## src/rtl/wb_queue.sv

```systemverilog
// Writeback queue: buffers register-file writes, drains one per cycle into the
// single RF write port, and forwards pending values to the two decode read ports.
module wb_queue #(
    parameter int DEPTH = 4,
    parameter int AW    = 5,
    parameter int DW    = 32
) (
    input  logic                     clk,
    input  logic                     rst,
    input  logic                     in_valid,
    output logic                     in_ready,
    input  logic [AW-1:0]            in_addr,
    input  logic [DW-1:0]            in_data,
    input  logic                     hold,
    output logic                     rf_we,
    output logic [AW-1:0]            rf_wa,
    output logic [DW-1:0]            rf_wd,
    input  logic [AW-1:0]            ra1,
    input  logic [AW-1:0]            ra2,
    output logic                     byp1_hit,
    output logic [DW-1:0]            byp1_data,
    output logic                     byp2_hit,
    output logic [DW-1:0]            byp2_data,
    output logic [$clog2(DEPTH):0]   count
);
    localparam int PW = $clog2(DEPTH);
    localparam int CW = PW + 1;

    logic [AW-1:0] q_addr [DEPTH];
    logic [DW-1:0] q_data [DEPTH];
    logic [PW-1:0] rd_ptr, wr_ptr;
    logic          push, pop;

    // Ready looks only at occupancy, so hold never reaches in_ready combinationally.
    assign in_ready = (count != CW'(DEPTH));
    // Writes to $zero complete the handshake but are dropped here.
    assign push     = in_valid & in_ready & (in_addr != '0);
    assign pop      = (count != '0) & ~hold;

    always_ff @(posedge clk or posedge rst) begin
        if (rst) begin
            rd_ptr <= '0;
            wr_ptr <= '0;
            count  <= '0;
            rf_we  <= 1'b0;
            rf_wa  <= '0;
            rf_wd  <= '0;
        end else begin
            if (push) wr_ptr <= wr_ptr + 1'b1;
            if (pop)  rd_ptr <= rd_ptr + 1'b1;
            count <= count + CW'(push) - CW'(pop);
            rf_we <= pop;
            if (pop) begin
                rf_wa <= q_addr[rd_ptr];
                rf_wd <= q_data[rd_ptr];
            end
        end
    end

    always_ff @(posedge clk) begin
        if (push) begin
            q_addr[wr_ptr] <= in_addr;
            q_data[wr_ptr] <= in_data;
        end
    end

    logic [1:0][AW-1:0] ra_v;
    logic [1:0]         hit;
    logic [1:0][DW-1:0] dat;

    // Scan oldest to newest so the newest match overrides; the output register
    // is older than any FIFO entry since the RF has not committed it yet.
    always_comb begin
        ra_v = {ra2, ra1};
        hit  = '0;
        dat  = '0;
        for (int p = 0; p < 2; p++) begin
            if (ra_v[p] != '0) begin
                if (rf_we && rf_wa == ra_v[p]) begin
                    hit[p] = 1'b1;
                    dat[p] = rf_wd;
                end
                for (int i = 0; i < DEPTH; i++) begin
                    if (CW'(i) < count && q_addr[rd_ptr + PW'(i)] == ra_v[p]) begin
                        hit[p] = 1'b1;
                        dat[p] = q_data[rd_ptr + PW'(i)];
                    end
                end
            end
        end
    end

    assign byp1_hit  = hit[0];
    assign byp1_data = dat[0];
    assign byp2_hit  = hit[1];
    assign byp2_data = dat[1];

endmodule
```

## config.mk

```make
export PLATFORM = sky130hd
export DESIGN_NAME = wb_queue
export DESIGN_NICKNAME = d
export VERILOG_FILES = /design/src/rtl/wb_queue.sv
export SDC_FILE = /design/constraint.sdc
export NUM_CORES = 1
export LEC_CHECK = 0
export ABC_CLOCK_PERIOD_IN_PS = 3500
export BUFFER_PORTS_ARGS = -buffer_cell sky130_fd_sc_hd__buf_2
export CORE_ASPECT_RATIO = 1.2
export CORE_MARGIN = 4
export CORE_UTILIZATION = 50
export DETAILED_ROUTE_END_ITERATION = 12
export PLACE_DENSITY = 0.7
export SLEW_MARGIN = 20
export SYNTH_ARGS = -nofsm -noshare
export SYNTH_HDL_FRONTEND = slang
export SYNTH_SLANG_ARGS = --single-unit
export TNS_END_PERCENT = 5
```

## constraint.sdc

```tcl
create_clock -name clk -period 3.5 [get_ports clk]
set_clock_uncertainty 0.1 [all_clocks]
set_input_delay 0 -clock clk [delete_from_list [all_inputs] [get_ports clk]]
set_output_delay 0 -clock clk [all_outputs]
set_load 0.1 [all_outputs]
```

==> flow_summary.rst <==
.. list-table::
   :header-rows: 1

   * - Metric
     - Value
   * - Relative max-transition margin
     - 0.415
   * - DRC violations left
     - 0
   * - Floorplan die width
     - ~150 um
   * - Largest net degree at the start of global routing
     - roughly 110
   * - Arrival time of data at the critical path endpoint
     - between 3 and 4 ns
   * - Share of flip-flops with an asynchronous set or reset after synthesis
     - 0.233
   * - GR Overflow Total
     - 0
   * - Unique masters post-synth
     - 47
   * - Synth-to-layout area growth
     - 29.7%
   * - Net count of the mapped netlist
     - 1,316
   * - Antenna Violating Nets Remaining
     - 0
   * - WL final
     - around 41,000 um
   * - Clock input transition at the sequential cells of the worst setup and hold paths
     - roughly 0.07 ns
   * - Number of optimization iterations in the first detailed-route pass
     - 8
   * - Count of inserted antenna diode cells
     - 0
   * - Clock insertion delay at the later pin of the skew report
     - ~0.44 ns
   * - Global-route wire length before repair
     - ~62,000 um
   * - Violated checks
     - negative setup slack
   * - Number of antenna violations at the first check in global routing
     - 0
   * - Critical path class
     - reg -> out
   * - Dpl hpwl
     - between 20,000 and 25,000 um
   * - Global placement routability congestion
     - approximately 0.93
   * - Setup Viol. Count Final
     - 10
   * - Global router's overall resource usage
     - 0.279
   * - Proportion of layout cells with a drive suffix above 1
     - 0.312
   * - Number of enable flip-flop cells after synthesis
     - about 150
   * - Type of the worst min-delay path
     - in -> async
   * - Iter 0 DRT Violations
     - about 1,100
   * - Summed negative setup slack over all endpoints
     - -0.240 ns
   * - Clock buffer count from CTS
     - 17
   * - Shortest period the worst path allows
     - around 3.6 ns
   * - Final slew viol count
     - 0
   * - Final-report hold violation count
     - 0
   * - PortBufs
     - ~160
   * - Post-synthesis sequential area ratio
     - 0.435
   * - Root buffer cell
     - clkbuf_16
   * - WP data required
     - between 3 and 4 ns
   * - Largest buffer count on any clock path
     - 2
   * - RSZ-0062 raised after global routing
     - true
   * - Run status
     - finished with violations
   * - Clock tree from TritonCTS
     - built
   * - Boundary Pins
     - ~160
   * - Post-synthesis instance area
     - roughly 13,000 um2
   * - CTS H-tree depth
     - 4
   * - Critical Path Source Type
     - flop
   * - TritonCTS sink count
     - about 190
   * - Peak Freq
     - 0.281 GHz
   * - Routed via count divided by cell count
     - 6.56
   * - Capturing element type of the critical path
     - output port
   * - Number of standard cells after synthesis
     - 1,256
   * - Crit path setup slack, layout
     - -0.0617 ns
   * - Cell type with the highest aggregate area in the netlist
     - edfxtp_1
   * - Portion of synthesized cell area occupied by the leading cell type
     - 0.347
   * - Leading register cell type out of synthesis
     - edfxtp_1
   * - Routed length per instance
     - ~23 um
   * - Cells taking the most area after synthesis
     - edfxtp_1 (35%), dfrtp_1 (8.8%), mux2i_1 (7.9%)
   * - Area of the die
     - between 20,000 and 30,000 um2
   * - Warnings, synthesis
     - 0
   * - Num rows
     - between 60 and 70
   * - Max Cap Viol
     - 0
   * - Synthesis-stage register bit count
     - slightly below 200
   * - Pin slew with the least headroom to its limit
     - 0.878 ns
   * - Floorplan die height
     - around 180 um
   * - Syn avg cell area
     - ~10 um2
   * - Effective utilization at floorplan
     - 0.513
   * - Share of the cycle needed by the critical path after routing
     - 1.02
   * - CORE AREA
     - 25,000 um2
   * - Max FO, Critical Path
     - 32
   * - Overall via count from detail_route
     - 11,500
   * - Most instantiated library cell after synthesis
     - nand2_1
   * - Final #Nets
     - 1,470
   * - Number of global-route vias before repair
     - 11,200
   * - Commonest cells in the synthesized netlist
     - nand2_1 (176), edfxtp_1 (148), mux2i_1 (101)
-- layout make-up --
type                            instances  area, um2
Clock buffer                           19        443
Clock inverter                         13        171
Fill cell                            1825       8370
Inverter                               16       62.6
Multi-Input combinational cell        934       7400
Sequential cell                       193       5580
Tap cell                              325        407
Timing Repair Buffer                  248       2560
-- metal layers --
layer  part of all wire  GRT usage  up-vias
li1                   -          -     5087
met3              0.096     0.0446      117
met1               0.39      0.365     5540
met2               0.48      0.466      721
met4              0.031      0.115        0
met5                  0          0        -
-- cell families (layout without fill, tap and decap cells) --
kind of cell               after synthesis  after routing  share of synthesized area
and+or+nand+nor                        359            363                      0.123
AOI/OAI and AO/OA                      319            319                      0.181
DFF                                    193            193                      0.435
muxes                                  187            187                      0.170
buffers and inverters                  133            296                     0.0436
xor gates and xnor gates                56             56                     0.0383
adders and majority gates                9              9                    0.00938
-- per-stage QoR --
step / area, um2 / hold WS [ns] / util / std cells / setup WS, ns
3_5_place_dp: 14800 / -0.0679 / 0.594 / 1659 / 0.135
4_1_cts: 16300 / 0.0107 / 0.651 / 1739 / -0.0419
2_1_floorplan: 13100 / -0.00113 / - / 1256 / -0.503
6_report: 16600 / 0.0107 / 0.665 / 1748 / -0.0617
5_1_grt: 16600 / 0.0446 / 0.665 / 1748 / -0.203
3_3_place_gp: 14800 / -0.0703 / 0.594 / 1659 / 0.167
-- worst paths after layout --
kind,from,slack (ns),depth (start not counted),endpoint
setup / recovery,rd_ptr[0],-0.06,10,byp1_data[1]
hold / removal,rst,0.01,3,count[0]
setup reg to reg,count[1],0.94,10,count[2]
hold reg to reg,rf_wd[10],0.45,2,rf_wd[10]
max in group asynchronous,rst,2.45,4,rf_wd[11]
min in group clk,hold,0.15,6,count[1]
-- layout by cell type, fill, tap and decap left out, types with 19 or more instances in the layout --
master / count
mux2_2: 68
or2_2: 33
o21ai_0: 57
a221o_1: 32
o311ai_4: 19
a31o_1: 30
a221oi_2: 20
nor2_1: 74
dfrtp_1: 43
o22ai_1: 26
buf_12: 53
a21oi_1: 41
mux2i_1: 101
buf_6: 26
nor3_1: 31
buf_2: 92
edfxtp_1: 148
dlygate4sd3_1: 39
xnor2_1: 33
buf_4: 29
xor2_1: 23
o211ai_1: 52
nand2_1: 176
-- critical path: stages (launching register included) --
cell      delay (ns)
dfrtp_4         0.49
buf_6           0.18
mux4_2          0.56
xor2_1          0.17
nor4_1          0.31
and3_1          0.28
nand3b_1        0.15
buf_12          0.22
o22ai_1         0.21
a31o_1          0.23
buf_8           0.23
-- registers in the layout, summed over array words and instances, names as in the netlist --
signal / flops
rf_wa: 5
rf_wd: 32
q_data: 128
wr_ptr: 2
q_addr: 20
count: 3
rd_ptr: 2
rf_we: 1
-- what timing repair did --
action,in CTS,in global routing
endpoints found under the hold margin,189,0
endpoints found under the setup margin,66,65
pin swaps,7,17
resized for setup,76,49
gates cloned,3,1
hold buffers,39,0
setup buffers,6,8
Power is not shown: default switching activity piles up to over one toggle a cycle in this logic, so the estimate is an artifact.
